File: config.mk
export PLATFORM = sky130hd
export DESIGN_NAME = sweep_ctrl
export DESIGN_NICKNAME = d
export VERILOG_FILES = /design/src/rtl/sweep_pkg.sv /design/src/rtl/sweep_dwell_timer.sv /design/src/rtl/sweep_ctrl.sv
export SDC_FILE = /design/constraint.sdc
export NUM_CORES = 1
export LEC_CHECK = 0
export CAP_MARGIN = 20
export CORE_MARGIN = 4
export CORE_UTILIZATION = 45
export CTS_BUF_LIST = sky130_fd_sc_hd__clkbuf_4 sky130_fd_sc_hd__clkbuf_8
export DETAILED_ROUTE_END_ITERATION = 8
export GPL_TIMING_DRIVEN = 0
export PLACE_DENSITY = 0.73
export SLEW_MARGIN = 10
export SYNTH_ARGS = -nofsm -noshare
export SYNTH_HDL_FRONTEND = slang
export SYNTH_SLANG_ARGS = --single-unit
File: constraint.sdc
create_clock -name clk -period 4.4 [get_ports clk]
set_input_delay 1.32 -clock clk [delete_from_list [all_inputs] [get_ports clk]]
set_output_delay 1.32 -clock clk [all_outputs]
set_load 0.03 [all_outputs]
File: src/rtl/sweep_pkg.sv
// rtl/sweep_pkg.sv - shared state encoding and default widths for the sweep controller
package sweep_pkg;

   localparam int SWEEP_WIDTH  = 8;
   localparam int SWEEP_NCYC_W = 4;

`ifdef SWEEP_CTRL_DWELL_EN
   typedef enum logic [2:0] {
      S_IDLE     = 3'd0,
      S_UP       = 3'd1,
      S_DWELL_HI = 3'd2,
      S_DOWN     = 3'd3,
      S_DWELL_LO = 3'd4
   } sweep_state_t;
`else
   typedef enum logic [2:0] {
      S_IDLE = 3'd0,
      S_UP   = 3'd1,
      S_DOWN = 3'd3
   } sweep_state_t;
`endif

endpackage

File: src/rtl/sweep_dwell_timer.sv
// rtl/sweep_dwell_timer.sv - loadable down-counter that flags its last hold cycle
module sweep_dwell_timer #(
   parameter int W = 4
) (
   input  logic         clk,
   input  logic         reset,
   input  logic         load,
   input  logic         enable,
   input  logic [W-1:0] value,
   output logic         expire
);

   logic [W-1:0] timer;

   always_ff @(posedge clk or negedge reset) begin
      if (!reset) begin
         timer <= '0;
      end else if (load) begin
         timer <= value;
      end else if (enable && timer != '0) begin
         timer <= timer - 1'b1;
      end
   end

   assign expire = (timer == W'(1));

endmodule

File: src/rtl/sweep_ctrl.sv
// rtl/sweep_ctrl.sv - triangular up/down sweep between captured bounds with optional bound dwell
// Dwell states and timer are built only when SWEEP_CTRL_DWELL_EN is defined.
module sweep_ctrl
   import sweep_pkg::*;
#(
   parameter int WIDTH  = SWEEP_WIDTH,
   parameter int NCYC_W = SWEEP_NCYC_W
) (
   input  logic              clk,
   input  logic              reset,
   input  logic              start,
   input  logic              stop,
   input  logic [WIDTH-1:0]  lo,
   input  logic [WIDTH-1:0]  hi,
   input  logic [NCYC_W-1:0] ncycles,
   input  logic [NCYC_W-1:0] dwell,
   output logic [WIDTH-1:0]  count,
   output logic              dir,
   output logic              busy,
   output logic              done,
   output logic              err
);

   sweep_state_t      state;
   logic [WIDTH-1:0]  lo_r;
   logic [WIDTH-1:0]  hi_r;
   logic [NCYC_W-1:0] ncyc_r;
   logic [NCYC_W-1:0] sweeps;
   logic [NCYC_W-1:0] sweeps_nxt;
   logic              last_sweep;

   assign sweeps_nxt = sweeps + 1'b1;
   assign last_sweep = (ncyc_r != '0) && (sweeps_nxt == ncyc_r);

`ifdef SWEEP_CTRL_DWELL_EN
   logic [NCYC_W-1:0] dwell_r;
   logic              has_dwell;
   logic              tmr_load;
   logic              tmr_expire;

   assign has_dwell = (dwell_r != '0);
   // Load on the cycle that turns around at a bound so the dwell state sees the full value
   assign tmr_load  = !stop && has_dwell &&
                      ((state == S_UP   && count == hi_r) ||
                       (state == S_DOWN && count == lo_r && !last_sweep));

   sweep_dwell_timer #(.W(NCYC_W)) u_dwell_timer (
      .clk    (clk),
      .reset  (reset),
      .load   (tmr_load),
      .enable (state == S_DWELL_HI || state == S_DWELL_LO),
      .value  (dwell_r),
      .expire (tmr_expire)
   );
`else
   logic unused_dwell;
   assign unused_dwell = ^dwell;
`endif

   always_ff @(posedge clk or negedge reset) begin
      if (!reset) begin
         state  <= S_IDLE;
         count  <= '0;
         dir    <= 1'b1;
         busy   <= 1'b0;
         done   <= 1'b0;
         err    <= 1'b0;
         lo_r   <= '0;
         hi_r   <= '0;
         ncyc_r <= '0;
         sweeps <= '0;
`ifdef SWEEP_CTRL_DWELL_EN
         dwell_r <= '0;
`endif
      end else begin
         done <= 1'b0;
         err  <= 1'b0;
         if (state == S_IDLE) begin
            if (start) begin
               if (lo < hi) begin
                  lo_r   <= lo;
                  hi_r   <= hi;
                  ncyc_r <= ncycles;
`ifdef SWEEP_CTRL_DWELL_EN
                  dwell_r <= dwell;
`endif
                  count  <= lo;
                  dir    <= 1'b1;
                  sweeps <= '0;
                  busy   <= 1'b1;
                  state  <= S_UP;
               end else begin
                  err <= 1'b1;
               end
            end
         end else if (stop) begin
            state <= S_IDLE;
            busy  <= 1'b0;
         end else begin
            case (state)
               S_UP: begin
                  if (count != hi_r) begin
                     count <= count + 1'b1;
                     dir   <= 1'b1;
                  end else begin
                     dir <= 1'b0;
`ifdef SWEEP_CTRL_DWELL_EN
                     state <= has_dwell ? S_DWELL_HI : S_DOWN;
`else
                     state <= S_DOWN;
`endif
                  end
               end
               S_DOWN: begin
                  if (count != lo_r) begin
                     count <= count - 1'b1;
                     dir   <= 1'b0;
                  end else begin
                     sweeps <= sweeps_nxt;
                     if (last_sweep) begin
                        state <= S_IDLE;
                        busy  <= 1'b0;
                        done  <= 1'b1;
                     end else begin
                        dir <= 1'b1;
`ifdef SWEEP_CTRL_DWELL_EN
                        state <= has_dwell ? S_DWELL_LO : S_UP;
`else
                        state <= S_UP;
`endif
                     end
                  end
               end
`ifdef SWEEP_CTRL_DWELL_EN
               S_DWELL_HI: if (tmr_expire) state <= S_DOWN;
               S_DWELL_LO: if (tmr_expire) state <= S_UP;
`endif
               default: begin
                  state <= S_IDLE;
                  busy  <= 1'b0;
               end
            endcase
         end
      end
   end

endmodule
==> results.cfg <==
[global_route]
grt_overflow = 0
grt_pass1_vias = 2134
grt_first_pass_wirelength_mm = 10.1
grt_max_degree = 27
grt_usage_pct = 17.7
grt_antenna_before_repair = 0

[timing]
tightest_slew_ns = 0.541
period_share_pct = 78.1
relSlewSlack_pct = 63.6
finalHoldViolCount = 0
fin_hold_ws_ns = 0.507
fin_skew_ns = 0.00534
maxClockFrequency_mhz = 291
post-route-min-period_ns = 3.44
finalSetupViolations = 0
finalWorstSetupSlack_ns = 0.961
rsz0062_at_grt = false
slew_violations = 0
fin_tns_setup_ns = 0

[routing]
drt_iter0_drc = 142
drcViolationCount = 0
routedWlPerCell_um = 15.1
vias = 2088
via_per_inst = 5.33
first_pass_iters = 6
ant_nets = 0
drt-total-wl_mm = 5.92

[clock_network]
cts_sinks = 38
path_clk_slew_ns = 0.08
cts_buffers = 5
cts_tree = done
cts_root_buf = clkbuf_8
cts_setup_buffers = 0
cts-hold-fix-buffers = 0
htreeDepth = 2
clock_latency_ns = 0.30
clockBufferDepth = 2
cts_resized = 0

[pwr]
powerDensity_nw_per_um2 = 717
power.leakage_uw = 0.00148
ir_worst_vdd_uv = 234

[logic_synthesis]
seq_area_frac_synth_pct = 36.9
synth_edf_count = 0
synth_cell_types = 54
synth_warnings = 0
syn_nets = 325
synth-main-ff-cell = dfrtp_1
synth-seq-cells = 38
synthCells = 276
yosys-top-cells-count = 51 x nand2_1, 37 x dfrtp_1, 20 x ha_1, 20 x xor2_1, 19 x inv_1
synth-async-reset-ratio_pct = 100
avgSynthCellArea_sq_um = 9.34
synth_most_common_cell = nand2_1
syn_area_sq_um = 2580
yosysTopAreaCellShare_pct = 35.9
synth_area_leaders = dfrtp_1 36%, ha_1 9.7%, nand2_1 7.4%
synth_top_cell_by_area = dfrtp_1

[critical_path]
r2r_cells = 10
reg2reg_slack_ns = 1.53
crit_type = input port to flip-flop
crit_arrival_ns = 3.62
start_kind = input port
worstPathRequired_ns = 4.59
path_max_fanout = 10
critPathCaptureType = flip-flop

[floorplan]
die-area_sq_um = 7000
rows = 27
ios = 40
initial_core_util_pct = 46.5
chipWidth_um = 83.7
die_h_um = 83.7
coreArea_sq_um = 5540

[placement]
post-dp-hpwl_mm = 4.55
io_buffers = 35
place.gp.congestion = 0.849
pre_cts_ws_ns = 0.669

[cells_and_area]
area_delta_synth_final_pct = 23.2
n_antenna_cell = 0
fin_nets = 368
drive_above_1_share_pct = 10.3

[outcome]
status = finished, final reports clean

[run]
maxCapViolations = 0

[worst_hold_path]
min_delay_path_depth = 2
min_path_type = flip-flop to flip-flop
## power by group
part	leakage [uW]	total (uW)	internal, uW	switching, uW
logic	0.000935	1230	560	672
registers	0.000470	673	502	171
clock network	0.0000714	372	242	130
## worst max-delay path, cell delays in order
cell and delay, ns:
clkdlybuf4s50_1 0.48, ha_1 0.34, nand2_1 0.11, nor4_2 0.48, a21oi_2 0.18, a22oi_2 0.21
buf_6 0.18, mux2_4 0.31
## cell type report
type	instances	area, sq um
clock buffers	6	82.6
plain buffers	9	50.0
clock inverters	2	60.1
multi-input cells	210	1500
repair buffers	36	365
fillers	515	2360
well taps	72	90.1
inverters	19	71.3
flip-flops and latches	38	952
## layer usage
| metal | global-route usage (%) | vias to the layer above | part of all wire (%) |
|---|---|---|---|
| met2 | 29.2 | 43 | 47 |
| met5 | 0 | - | 0 |
| met1 | 23.0 | 991 | 47 |
| met3 | 2.96 | 11 | 4.2 |
| met4 | 7.46 | 0 | 2.3 |
| li1 | - | 1043 | - |
## metrics by stage
step	instance area [sq um]	util, %	cells	total power [uW]
after floorplan	2580	-	276	1560
after global placement	3020	54.5	383	1860
after detailed placement	3030	54.7	384	1900
after CTS	3180	57.3	392	2290
after global routing	3180	57.3	392	2470
final	3180	57.3	392	2280
## path summary, 6_finish.rpt
kind,startpoint,end
worst min-delay path,ncyc_r[3]$_DFFE_PN0P_,ncyc_r[3]$_DFFE_PN0P_
max in group asynchronous,reset,dir$_DFFE_PN1P_
worst max register to register,state[0]$_DFFE_PN0P_,count[6]$_DFFE_PN0P_
min in group asynchronous,reset,hi_r[3]$_DFFE_PN0P_
worst max-delay path,lo[7],count[2]$_DFFE_PN0P_
worst min register to register,ncyc_r[3]$_DFFE_PN0P_,ncyc_r[3]$_DFFE_PN0P_
## cells in the final DEF (no fill, tap or decap), types with 7 or more instances in the layout
master / synthesis / layout
nand2_1: 51 / 51
dfrtp_1: 37 / 37
clkdlybuf4s50_1: 0 / 34
xor2_1: 20 / 20
ha_1: 20 / 20
inv_1: 19 / 19
o21ai_0: 15 / 15
nor2_1: 11 / 11
a21oi_1: 8 / 8
nor3_1: 7 / 7
## sequential cells by signal (all words and copies together) (netlist names), 2 cells and up
signal and count:
count 8, hi_r 8, lo_r 8, ncyc_r 4, state 2, sweeps 4
## cell families after synthesis
group,after synthesis,synth area share [%]
simple gates,97,18.4
compound gates,54,14.9
xor+xnor,26,8.84
mux,12,5.73
buf+inv,28,4.71
flops,38,36.9
fa+ha+maj,21,10.5
Note: power is estimated with default switching activity, not from simulation.
